[config.mk]
export PLATFORM = sky130hd
export DESIGN_NAME = glyph_drop_anim
export DESIGN_NICKNAME = d
export VERILOG_FILES = /design/src/rtl/glyph_drop_anim.sv
export SDC_FILE = /design/constraint.sdc
export NUM_CORES = 1
export LEC_CHECK = 0
export CAP_MARGIN = 40
export CORE_MARGIN = 3
export CORE_UTILIZATION = 50
export DETAILED_ROUTE_END_ITERATION = 16
export PLACE_DENSITY = 0.75
export SLEW_MARGIN = 20
export SYNTH_ARGS = -nofsm -noshare
export SYNTH_HDL_FRONTEND = slang
export SYNTH_SLANG_ARGS = --single-unit
[constraint.sdc]
create_clock -name clk -period 6 [get_ports clk]
set_input_delay 1.2 -clock clk [delete_from_list [all_inputs] [get_ports clk]]
set_output_delay 1.2 -clock clk [all_outputs]
set_load 0.05 [all_outputs]
[src/rtl/glyph_drop_anim.sv]
// Title-glyph animator: drops the glyph origin from Y_START to Y_TARGET, holds it, blinks it, then leaves it shown.
// Origin and enable move only on frame_tick. stop overrides start, and start overrides frame_tick.
module glyph_drop_anim #(
  parameter int unsigned X_POS        = 288,
  parameter int unsigned Y_START      = 0,
  parameter int unsigned Y_TARGET     = 200,
  parameter int unsigned STEP         = 4,
  parameter int unsigned HOLD_FRAMES  = 120,
  parameter int unsigned BLINK_PERIOD = 16,
  parameter int unsigned BLINK_COUNT  = 4
) (
  input  logic       clk,
  input  logic       rst_n,
  input  logic       frame_tick,
  input  logic       start,
  input  logic       stop,
  output logic [9:0] x0,
  output logic [9:0] y0,
  output logic       en,
  output logic       busy,
  output logic       done
);

  localparam int unsigned FC_MAX  = (HOLD_FRAMES > BLINK_PERIOD) ? HOLD_FRAMES : BLINK_PERIOD;
  localparam int unsigned FCW     = $clog2(FC_MAX + 1);
  localparam int unsigned TOGGLES = 2 * BLINK_COUNT;
  localparam int unsigned TCW     = $clog2(TOGGLES + 1);

  typedef enum logic [2:0] {
    S_IDLE  = 3'd0,
    S_DROP  = 3'd1,
    S_HOLD  = 3'd2,
    S_BLINK = 3'd3,
    S_SHOW  = 3'd4
  } state_t;

  state_t           state_q, state_d;
  logic [9:0]       y_q, y_d;
  logic             en_q, en_d;
  logic             busy_q, busy_d;
  logic             done_q, done_d;
  logic [FCW-1:0]   fcnt_q, fcnt_d;
  logic [TCW-1:0]   tcnt_q, tcnt_d;

  // The drop step is evaluated in 11 bits, so overshooting the target can never wrap the row.
  logic [10:0]      y_step;
  logic             drop_end;
  logic [FCW-1:0]   fcnt_inc;
  logic [TCW-1:0]   tcnt_inc;
  logic             hold_end;
  logic             half_end;
  logic             blink_end;

  assign y_step    = {1'b0, y_q} + 11'(STEP);
  assign drop_end  = (y_step >= 11'(Y_TARGET));
  assign fcnt_inc  = fcnt_q + FCW'(1);
  assign tcnt_inc  = tcnt_q + TCW'(1);
  assign hold_end  = (fcnt_inc == FCW'(HOLD_FRAMES));
  assign half_end  = (fcnt_inc == FCW'(BLINK_PERIOD));
  assign blink_end = half_end && (tcnt_inc == TCW'(TOGGLES));

  always_ff @(posedge clk or negedge rst_n) begin
    if (!rst_n) begin
      state_q <= S_IDLE;
      y_q     <= 10'(Y_START);
      en_q    <= 1'b0;
      busy_q  <= 1'b0;
      done_q  <= 1'b0;
      fcnt_q  <= '0;
      tcnt_q  <= '0;
    end else begin
      state_q <= state_d;
      y_q     <= y_d;
      en_q    <= en_d;
      busy_q  <= busy_d;
      done_q  <= done_d;
      fcnt_q  <= fcnt_d;
      tcnt_q  <= tcnt_d;
    end
  end

  always_comb begin
    state_d = state_q;
    if (stop) begin
      state_d = S_IDLE;
    end else begin
      case (state_q)
        S_IDLE:  if (start) state_d = S_DROP;
        S_DROP:  if (frame_tick && drop_end) state_d = S_HOLD;
        S_HOLD:  if (frame_tick && hold_end) state_d = S_BLINK;
        S_BLINK: if (frame_tick && blink_end) state_d = S_SHOW;
        S_SHOW:  if (start) state_d = S_DROP;
        default: state_d = S_IDLE;
      endcase
    end
  end

  always_comb begin
    y_d    = y_q;
    en_d   = en_q;
    busy_d = busy_q;
    done_d = 1'b0;
    fcnt_d = fcnt_q;
    tcnt_d = tcnt_q;
    if (stop) begin
      y_d    = 10'(Y_START);
      en_d   = 1'b0;
      busy_d = 1'b0;
      fcnt_d = '0;
      tcnt_d = '0;
    end else begin
      case (state_q)
        S_IDLE, S_SHOW: begin
          // A start that coincides with a frame_tick only arms the drop; movement begins on the next tick.
          if (start) begin
            y_d    = 10'(Y_START);
            en_d   = 1'b1;
            busy_d = 1'b1;
            fcnt_d = '0;
            tcnt_d = '0;
          end
        end
        S_DROP: begin
          if (frame_tick) begin
            if (drop_end) begin
              y_d    = 10'(Y_TARGET);
              fcnt_d = '0;
            end else begin
              y_d = y_step[9:0];
            end
          end
        end
        S_HOLD: begin
          if (frame_tick) begin
            if (hold_end) begin
              fcnt_d = '0;
              tcnt_d = '0;
            end else begin
              fcnt_d = fcnt_inc;
            end
          end
        end
        S_BLINK: begin
          if (frame_tick) begin
            if (half_end) begin
              en_d   = ~en_q;
              fcnt_d = '0;
              tcnt_d = tcnt_inc;
              if (blink_end) begin
                busy_d = 1'b0;
                done_d = 1'b1;
                tcnt_d = '0;
              end
            end else begin
              fcnt_d = fcnt_inc;
            end
          end
        end
        default: begin
          y_d    = 10'(Y_START);
          en_d   = 1'b0;
          busy_d = 1'b0;
        end
      endcase
    end
  end

  assign x0   = 10'(X_POS);
  assign y0   = y_q;
  assign en   = en_q;
  assign busy = busy_q;
  assign done = done_q;

endmodule

# Word-level counts from Yosys, hierarchy flattened
# Index checks and enable logic that the tools add are counted.
# word_totals
in_bits	5
output_inout_bits	23
register_bits	27
wordCells	91
# op_classes
eq_ne	20
bitwise_logic	1
order_cmp	1
reduce_logical	16
n_mux	43
n_addsub	3
# ops
operator	n
two-way mux 7 bit	8
two-way mux 10 bit	4
!= test 3 bit (second input constant)	10
one-hot mux 10 bit (3 select lines)	1
two-way mux 4 bit	7
one-hot mux 7 bit (4 select lines)	1
two-way mux 3 bit	5
two-way mux 1 bit	13
one-hot mux 3 bit (4 select lines)	1
one-hot mux 4 bit (3 select lines)	1
AND reduction 6 bit	2
adder 10 x 3 -> 11 bit (second input constant)	1
greater-or-equal comparator 11 x 8 -> 1 bit (second input constant)	1
AND reduction 4 bit	2
adder 7 x 1 -> 7 bit (second input constant)	1
== test 7 x 5 -> 1 bit (second input constant)	1
== test 7 bit (second input constant)	1
== test 3 x 2 -> 1 bit (second input constant)	2
one-hot mux 1 bit (3 select lines)	2
OR reduction 2 bit	3
AND reduction 5 bit	1
nonzero test 5 bit	1
adder 4 x 1 -> 4 bit (second input constant)	1
== test 4 bit (second input constant)	1
other kinds (9)	13

# Logic depth before layout (Yosys ltp)
# Gate-level depths: netlist of run 1.
# logic_depth
word_depth	8
ltp_mapped	8
depth_no_buf	8

# Least setup slack after synthesis of run 1
# OpenSTA, ideal clock, no wires.
# synth_path
kind	input -> register
from	input port stop
to	register y_q[5] (netlist: y0[5])
setup_slack_ns	3.084
path_stages	6
t_required_ns	5.918
t_arrival_ns	2.834
path_buffers	1
setup_time_ns	0.082
path_cell_list	buf_2 or4b_4 a311oi_2 o21ai_2 or4_1 a31oi_1
# synth_between
elab_chain_cells	2
elab_cells_between_ends	5
classes_between	eq/ne (3); mux (1); reduce/logical (1)
# synth_rtl
item	line	source
from (decl)	16	input logic stop,
!= test 3 bit (no line), or another cell as far along	--	
AND reduction 3 bit (no line)	--	
to (signal assigned)	65	y_q <= 10'(Y_START);
to (signal assigned)	73	y_q <= y_d;
to (decl)	38	logic [9:0] y_q, y_d;
# Parallel ways exist; a longest one is shown, timed or not.
# A chain may end at the register's enable or synchronous reset.

# Worst setup path in the final report of run 1
# layout_path
from	input port stop
to	register fcnt_q[5]
# layout_between
elab_chain_cells	2
elab_cells_between_ends	8
classes_between	eq/ne (5); mux (1); reduce/logical (2)
# layout_rtl
item	line	source
!= test 3 bit (no line), or another cell as far along	--	
AND reduction 6 bit (no line)	--	
to (signal assigned)	77	fcnt_q <= fcnt_d;
to (decl)	42	logic [FCW-1:0] fcnt_q, fcnt_d;
# Parallel ways exist; a longest one is shown, timed or not.

==> results of run 1 <==
stage by stage:
step	utilization	power [mW]	hold slack, ps	std cells	worst slack [ps]
after CTS	0.589	0.546	570	283	2740
after floorplan	-	0.399	509	237	3080
after global routing	0.589	0.584	593	283	2520
final	0.589	0.541	558	283	2740
after global placement	0.575	0.442	539	278	2340
after detailed placement	0.576	0.445	544	279	2460
per-layer routing:
metal | GRT usage | vias up | part of all wire
met4 | 0.0430 | 0 | 0.0030
met2 | 0.279 | 39 | 0.46
li1 | - | 835 | -
met3 | 0.0366 | 2 | 0.045
met5 | 0 | - | 0
met1 | 0.266 | 792 | 0.49
power groups by stage:
stage / logic (mW) / clock network (mW) / registers [mW]
2_1_floorplan: 0.160 / 0 / 0.240
3_3_place_gp: 0.217 / 0 / 0.225
3_5_place_dp: 0.220 / 0 / 0.225
4_1_cts: 0.221 / 0.104 / 0.222
5_1_grt: 0.245 / 0.112 / 0.227
6_report: 0.220 / 0.100 / 0.222
synthesized netlist by cell type (4+ instances only):
cell type,count
sky130_fd_sc_hd__nand2b_1,7
sky130_fd_sc_hd__and2_1,4
sky130_fd_sc_hd__nor2b_1,4
sky130_fd_sc_hd__nand3_1,10
sky130_fd_sc_hd__inv_1,10
sky130_fd_sc_hd__dfrtp_1,25
sky130_fd_sc_hd__a21oi_1,14
sky130_fd_sc_hd__nand2_1,22
sky130_fd_sc_hd__buf_2,5
sky130_fd_sc_hd__a31oi_1,5
sky130_fd_sc_hd__o22ai_1,5
sky130_fd_sc_hd__ha_1,5
sky130_fd_sc_hd__and3_1,4
sky130_fd_sc_hd__buf_4,12
sky130_fd_sc_hd__o21ai_0,18
sky130_fd_sc_hd__nor2_1,13
sky130_fd_sc_hd__nor3_1,6
cells in the final DEF (no fill, tap or decap), drive strengths merged, types with 3 or more instances in the layout:
master / Yosys / final
ha: 5 / 5
dfrtp: 25 / 25
inv: 10 / 10
clkbuf: 3 / 3
a31oi: 5 / 5
nor2b: 4 / 4
and3: 4 / 4
nor2: 13 / 13
nand3: 10 / 10
o31ai: 3 / 3
nand2b: 7 / 7
a211oi: 4 / 4
a21oi: 14 / 14
nor3: 6 / 6
clkdlybuf4s50: 0 / 15
xor2: 3 / 3
o21ai: 20 / 20
conb: 2 / 12
nand2: 22 / 22
o22ai: 6 / 6
and2: 4 / 4
or3: 3 / 3
cells by family after synthesis:
| logic type | Yosys count | synth area share |
|---|---|---|
| compound gates | 74 | 0.273 |
| xor+xnor | 3 | 0.0140 |
| fa+ha+maj | 5 | 0.0333 |
| buf+inv | 31 | 0.0932 |
| flops | 25 | 0.333 |
| mux | 2 | 0.0107 |
| other cells | 2 | 0.00400 |
| simple gates | 85 | 0.239 |
registers in the layout, indices dropped and copies added, names as in the netlist:
signal and cells:
y0 8, busy 1, en 1, done 1, fcnt_q 7, state_q 3, tcnt_q 4
how the worst max path moves through the flow:
stage,from,depth (start not counted),end
detailed placement,stop,7,fcnt_q[5]$_DFFE_PN0P_
CTS,stop,7,fcnt_q[5]$_DFFE_PN0P_
finish,stop,7,fcnt_q[5]$_DFFE_PN0P_
global placement,frame_tick,6,y0[6]$_DFFE_PN0P_
global route,stop,6,tcnt_q[2]$_DFFE_PN0P_
floorplan,stop,6,y0[5]$_DFFE_PN0P_
layout make-up:
class / count / area, um2 / share of cell area
inverters: 10 / 37.5 / 0.0184
repair buffers: 17 / 161 / 0.0789
clock buffers: 3 / 41.3 / 0.0202
multi-input cells: 181 / 1120 / 0.546
flip-flops and latches: 25 / 626 / 0.306
well taps: 46 / 57.6 / 0.0282
clock inverters: 1 / 5.00 / 0.00245
worst reg2reg max path: stages, from the launching register on:
cell	delay, ps
sky130_fd_sc_hd__dfrtp_1	440
sky130_fd_sc_hd__ha_1	300
sky130_fd_sc_hd__xor2_1	180
sky130_fd_sc_hd__or3_1	400
sky130_fd_sc_hd__a211oi_2	360
sky130_fd_sc_hd__nand3_1	210
sky130_fd_sc_hd__a311o_1	380
sky130_fd_sc_hd__a32o_1	210
==> impl_metrics.py, run 1 <==
metrics = {
    "drt": {
        "detailroute.via_count": 1668,
        "postRouteAntennaNets": 0,
        "detailedRoute.firstPassIterationCount": 4,
        "drt_first_iter_violations": 177,
        "vias_per_cell": 5.89,
        "route.final.wire_length_um": 3720,
        "route.detailed.wl_per_inst_um": 13.1,
        "drc": 0,
    },
    "placed_design": {
        "gp_routability_congestion": 0.843,
        "place_area_um2": 2000,
        "hpwl_um": 2740,
        "numPortBuffers": 15,
    },
    "grt": {
        "grt_first_pass_wirelength_um": 6570,
        "grt_pass1_vias": 1440,
        "grt_remaining_overflow": 0,
        "antenna_found_initial": 0,
        "maximum_number_of_pins_on_one_net_before_global_route_repair": 26,
        "grt.total_usage": 0.183,
    },
    "logic_synthesis": {
        "synth.yosys.warnings": 0,
        "netlist.top_cell.by_area": "sky130_fd_sc_hd__dfrtp_1",
        "synth_cell_types": 57,
        "gate_count_post_synth": 227,
        "ys.flop_type": "sky130_fd_sc_hd__dfrtp_1",
        "synth_async_sr_flop_share": 1.00,
        "number_of_flops_mapped_to_enable_cells_by_yosys": 0,
        "yosys_register_bits": 25,
        "syn_area_um2": 1880,
        "seq_area_frac_synth": 0.333,
        "yosys.area.top_type_share": 0.333,
        "synthTopCellsByArea": "sky130_fd_sc_hd__dfrtp_1 (33%), sky130_fd_sc_hd__o21ai_0 (4.8%), sky130_fd_sc_hd__buf_4 (4.8%)",
        "post_synth.cell_area_avg_um2": 8.28,
    },
    "setup_path": {
        "worst-endpoint-arrival_ps": 3420,
        "critPathMostFrequentCell": "sky130_fd_sc_hd__o21ai_2",
        "ff2ff_setup_slack_ps": 3420,
        "critPathTopFamily": "compound AO/OA/AOI/OAI gates",
        "worstPathBufferInverterCount": 1,
        "end_kind": "flip-flop",
        "crit-reg2reg-launch": "fcnt_q[0]$_DFFE_PN0P_",
        "crit_path_max_fanout": 10,
        "timing.critical_path.slowest_cell_delay_ps": 580,
        "worst_setup_sp_type": "primary input",
        "crit_required_ps": 6160,
        "crit_slowest_cell": "sky130_fd_sc_hd__or4b_4",
        "criticalPathCategory": "primary input to flip-flop",
        "rr_worst_depth": 7,
        "critical_path.reg2reg.endpoint": "state_q[0]$_DFFE_PN0P_",
        "worstPathCellList": "clkdlybuf4s50_1 -> or4b_4 -> a311oi_2 -> o21ai_2 -> o21ai_2 -> nand2b_1 -> o22ai_1",
    },
    "worst_hold_path": {
        "worstHoldPathType": "flip-flop to flip-flop",
        "worstHoldStart": "y0[8]$_DFFE_PN0P_",
        "holdPathStages": 1,
        "min_delay_worst_endpoint": "y0[8]$_DFFE_PN0P_",
    },
    "clock_network": {
        "cts_inserted_buffers": 3,
        "clkLatencyLatePin_ps": 270,
        "cts_buffer_depth": 2,
        "cts.repair.resized": 0,
        "clock-root-buffer": "sky130_fd_sc_hd__clkbuf_8",
        "post-cts-setup-buffer-count": 0,
        "ctsHoldBuffers": 0,
        "clock_sinks": 25,
        "htree_levels": 1,
        "clk_pin_slew_worst_paths_ps": 90,
        "tritoncts_clock_tree": "built",
    },
    "timing": {
        "final-max-slew-violation-count": 0,
        "maxClockFrequency_mhz": 306,
        "number_of_setup_violations_in_the_final_report": 0,
        "setup_tns_ps": 0,
        "grt_setup_unrepaired": "false",
        "maxSlewHeadroom": 0.572,
        "timing.final.crit_share": 0.544,
        "final.min_clock_period_ps": 3260,
        "transition_time_at_the_pin_with_the_least_slew_margin_ps": 638,
        "fin_skew_ps": 2.75,
        "finalHoldViolCount": 0,
    },
    "floorplanning": {
        "floorplan_die_height_um": 67.3,
        "floorplan.io_pins": 28,
        "core_rows": 21,
        "initial_core_util": 0.542,
        "die_area_um2": 4530,
        "dieWidth_um": 67.3,
        "core_area_um2": 3470,
    },
    "power_and_ir_drop": {
        "irDropWorstVdd_uv": 155,
        "clock_power_share": 0.185,
        "power_report.internal_total_uw": 311,
        "sequentialPowerShare": 0.409,
        "power.share.combinational": 0.406,
        "leakagePower_nw": 0.846,
        "power.switching_fraction": 0.426,
        "power-per-cell-area_nw_per_um2": 265,
        "switching_power_uw": 231,
    },
    "status": {
        "run_status": "finished, final reports clean",
    },
    "layout": {
        "n_fill_cell": 334,
        "final_area_um2": 2040,
        "area_growth_syn_to_layout_pct": 8.79,
        "nets": 248,
        "antenna_cells": 0,
        "layout-drive-gt1-share": 0.0591,
    },
    "run": {
        "maxCapViolations": 0,
    },
}
(Power assumes the default switching activity.)
==> run 2: changes to the inputs <==
--- a/config.mk
+++ b/config.mk
@@ -7,9 +7,9 @@
 export LEC_CHECK = 0
 export CAP_MARGIN = 40
 export CORE_MARGIN = 3
-export CORE_UTILIZATION = 50
+export CORE_UTILIZATION = 49
 export DETAILED_ROUTE_END_ITERATION = 16
-export PLACE_DENSITY = 0.75
+export PLACE_DENSITY = 0.76
 export SLEW_MARGIN = 20
 export SYNTH_ARGS = -nofsm -noshare
 export SYNTH_HDL_FRONTEND = slang
==> constraint.sdc (replaced) <==
create_clock -name clk -period 2.9 [get_ports clk]
set_input_delay 0.58 -clock clk [delete_from_list [all_inputs] [get_ports clk]]
set_output_delay 0.58 -clock clk [all_outputs]
set_load 0.05 [all_outputs]
==> impl_metrics.py, run 2 (synthesis results as in run 1) <==
metrics = {
    "clock_network": {
        "post-cts-setup-buffer-count": 0,
        "clock-root-buffer": "sky130_fd_sc_hd__clkbuf_8",
        "tritoncts_clock_tree": "built",
        "cts_buffer_depth": 2,
        "ctsHoldBuffers": 0,
        "htree_levels": 1,
        "cts_inserted_buffers": 3,
        "clock_sinks": 25,
        "cts.repair.resized": 0,
        "clk_pin_slew_worst_paths_ps": 90,
        "clkLatencyLatePin_ps": 270,
    },
    "floorplanning": {
        "core_area_um2": 3520,
        "floorplan.io_pins": 28,
        "core_rows": 21,
        "die_area_um2": 4610,
        "initial_core_util": 0.534,
        "floorplan_die_height_um": 67.9,
        "dieWidth_um": 67.9,
    },
    "grt": {
        "met3_layer_usage_reported_by_global_route": 0.0394,
        "grt_pass1_vias": 1495,
        "antenna_found_initial": 0,
        "grt.total_usage": 0.191,
        "grt_use_met1": 0.268,
        "met2_usage": 0.297,
        "globalRoute.busiestLayer": "met2",
        "grt_first_pass_wirelength_um": 6900,
        "maximum_number_of_pins_on_one_net_before_global_route_repair": 26,
        "grt_remaining_overflow": 0,
    },
    "drt": {
        "detailroute.via_count": 1669,
        "postRouteAntennaNets": 0,
        "drc": 0,
        "drt_first_iter_violations": 145,
        "route.final.wire_length_um": 3940,
        "detailedRoute.firstPassIterationCount": 4,
        "vias_per_cell": 5.80,
        "route.detailed.wl_per_inst_um": 13.7,
    },
    "layout": {
        "final_common_cell": "sky130_fd_sc_hd__dfrtp_1",
        "area_growth_syn_to_layout_pct": 10.9,
        "largest_reg_flops": 8,
        "seq_area_um2": 626,
        "nets": 253,
        "n_fill_cell": 336,
        "antenna_cells": 0,
        "final_area_um2": 2080,
        "layout_common_cells": "sky130_fd_sc_hd__dfrtp_1 (25), sky130_fd_sc_hd__nand2_1 (22), sky130_fd_sc_hd__o21ai_0 (18)",
        "layout-drive-gt1-share": 0.0785,
        "multi_input_area_um2": 1120,
    },
    "timing": {
        "maxClockFrequency_mhz": 390,
        "transition_time_at_the_pin_with_the_least_slew_margin_ps": 516,
        "maxSlewHeadroom": 0.651,
        "grt_setup_unrepaired": "false",
        "setup_tns_ps": 0,
        "fin_skew_ps": 2.38,
        "finalHoldViolCount": 0,
        "timing.final.crit_share": 0.885,
        "number_of_setup_violations_in_the_final_report": 0,
        "final.min_clock_period_ps": 2570,
        "final-max-slew-violation-count": 0,
    },
    "setup_path": {
        "criticalPathCategory": "flip-flop to flip-flop",
        "crit_slowest_cell": "sky130_fd_sc_hd__dfrtp_1",
        "timing.critical_path.slowest_cell_delay_ps": 440,
        "crit_path_max_fanout": 6,
        "end_kind": "flip-flop",
        "crit_required_ps": 3060,
        "worst-endpoint-arrival_ps": 2730,
        "worstPathCellList": "ha_1 -> xor2_1 -> or3_1 -> a211oi_2 -> nand3_1 -> a311o_1 -> a32o_1",
        "worst_setup_sp_type": "flip-flop",
        "rr_worst_depth": 7,
    },
    "run": {
        "maxCapViolations": 0,
    },
    "status": {
        "run_status": "finished, final reports clean",
    },
    "worst_hold_path": {
        "holdPathStages": 1,
        "worstHoldPathType": "flip-flop to flip-flop",
    },
    "power_and_ir_drop": {
        "irDropWorstVdd_uv": 346,
        "power-per-cell-area_nw_per_um2": 552,
        "leakagePower_nw": 0.873,
    },
    "placed_design": {
        "hpwl_um": 2860,
        "numPortBuffers": 15,
        "place_area_um2": 2040,
        "gp_routability_congestion": 0.877,
    },
}
## run 2: path summary, 6_finish.rpt
check	startpoint	end	slack (ps)
max in group asynchronous	rst_n	tcnt_q[2]$_DFFE_PN0P_	1980
worst max-delay path	fcnt_q[0]$_DFFE_PN0P_	state_q[0]$_DFFE_PN0P_	330
worst max register to register	fcnt_q[0]$_DFFE_PN0P_	state_q[0]$_DFFE_PN0P_	330
min in group asynchronous	rst_n	busy$_DFFE_PN0P_	680
worst min-delay path	y0[8]$_DFFE_PN0P_	y0[8]$_DFFE_PN0P_	560
worst min register to register	y0[8]$_DFFE_PN0P_	y0[8]$_DFFE_PN0P_	560
## run 2: cell type report
cell class / instances / area share
Clock buffer: 4 / 0.0216
Inverter: 10 / 0.0180
Multi-Input combinational cell: 181 / 0.535
Sequential cell: 25 / 0.300
Tap cell: 46 / 0.0276
Timing Repair Buffer: 22 / 0.0972
## run 2: routing by layer
layer	vias up	share of wire
li1	842	-
met4	0	0.0069
met5	-	0
met2	48	0.45
met1	777	0.49
met3	2	0.053
## run 2: worst max-delay path, delay by kind of cell (launching register included)
family | cells | cell delay, ps
compound gates | 3 | 930
xor+xnor | 1 | 180
fa+ha+maj | 1 | 300
flops | 1 | 440
simple gates | 2 | 600
## run 2: per-stage QoR
step           std cells  setup WS [ps]   util  power, mW  hold slack, ps
2_1_floorplan        237            388      -      0.826             284
3_3_place_gp         284            232  0.579      0.940             528
3_5_place_dp         284            230  0.579      0.941             535
4_1_cts              288            322  0.592       1.16             561
5_1_grt              288            130  0.592       1.24             599
6_report             288            334  0.592       1.15             559
## run 2: power breakdown
group / leakage [nW] / total [mW] / internal [mW] / switching [mW]
clock: 0.0228 / 0.212 / 0.0984 / 0.114
combinational: 0.507 / 0.497 / 0.183 / 0.314
sequential: 0.343 / 0.442 / 0.384 / 0.0579
total: 0.873 / 1.15 / 0.666 / 0.485
==> run 3: changes to the inputs <==
--- a/config.mk
+++ b/config.mk
@@ -9,6 +9,7 @@
 export CORE_MARGIN = 3
 export CORE_UTILIZATION = 49
 export DETAILED_ROUTE_END_ITERATION = 16
+export GPL_ROUTABILITY_DRIVEN = 0
 export PLACE_DENSITY = 0.76
 export SLEW_MARGIN = 20
 export SYNTH_ARGS = -nofsm -noshare
==> results of run 3 <==
Same layout as run 2: the final DEF is identical, and so are final timing and power.
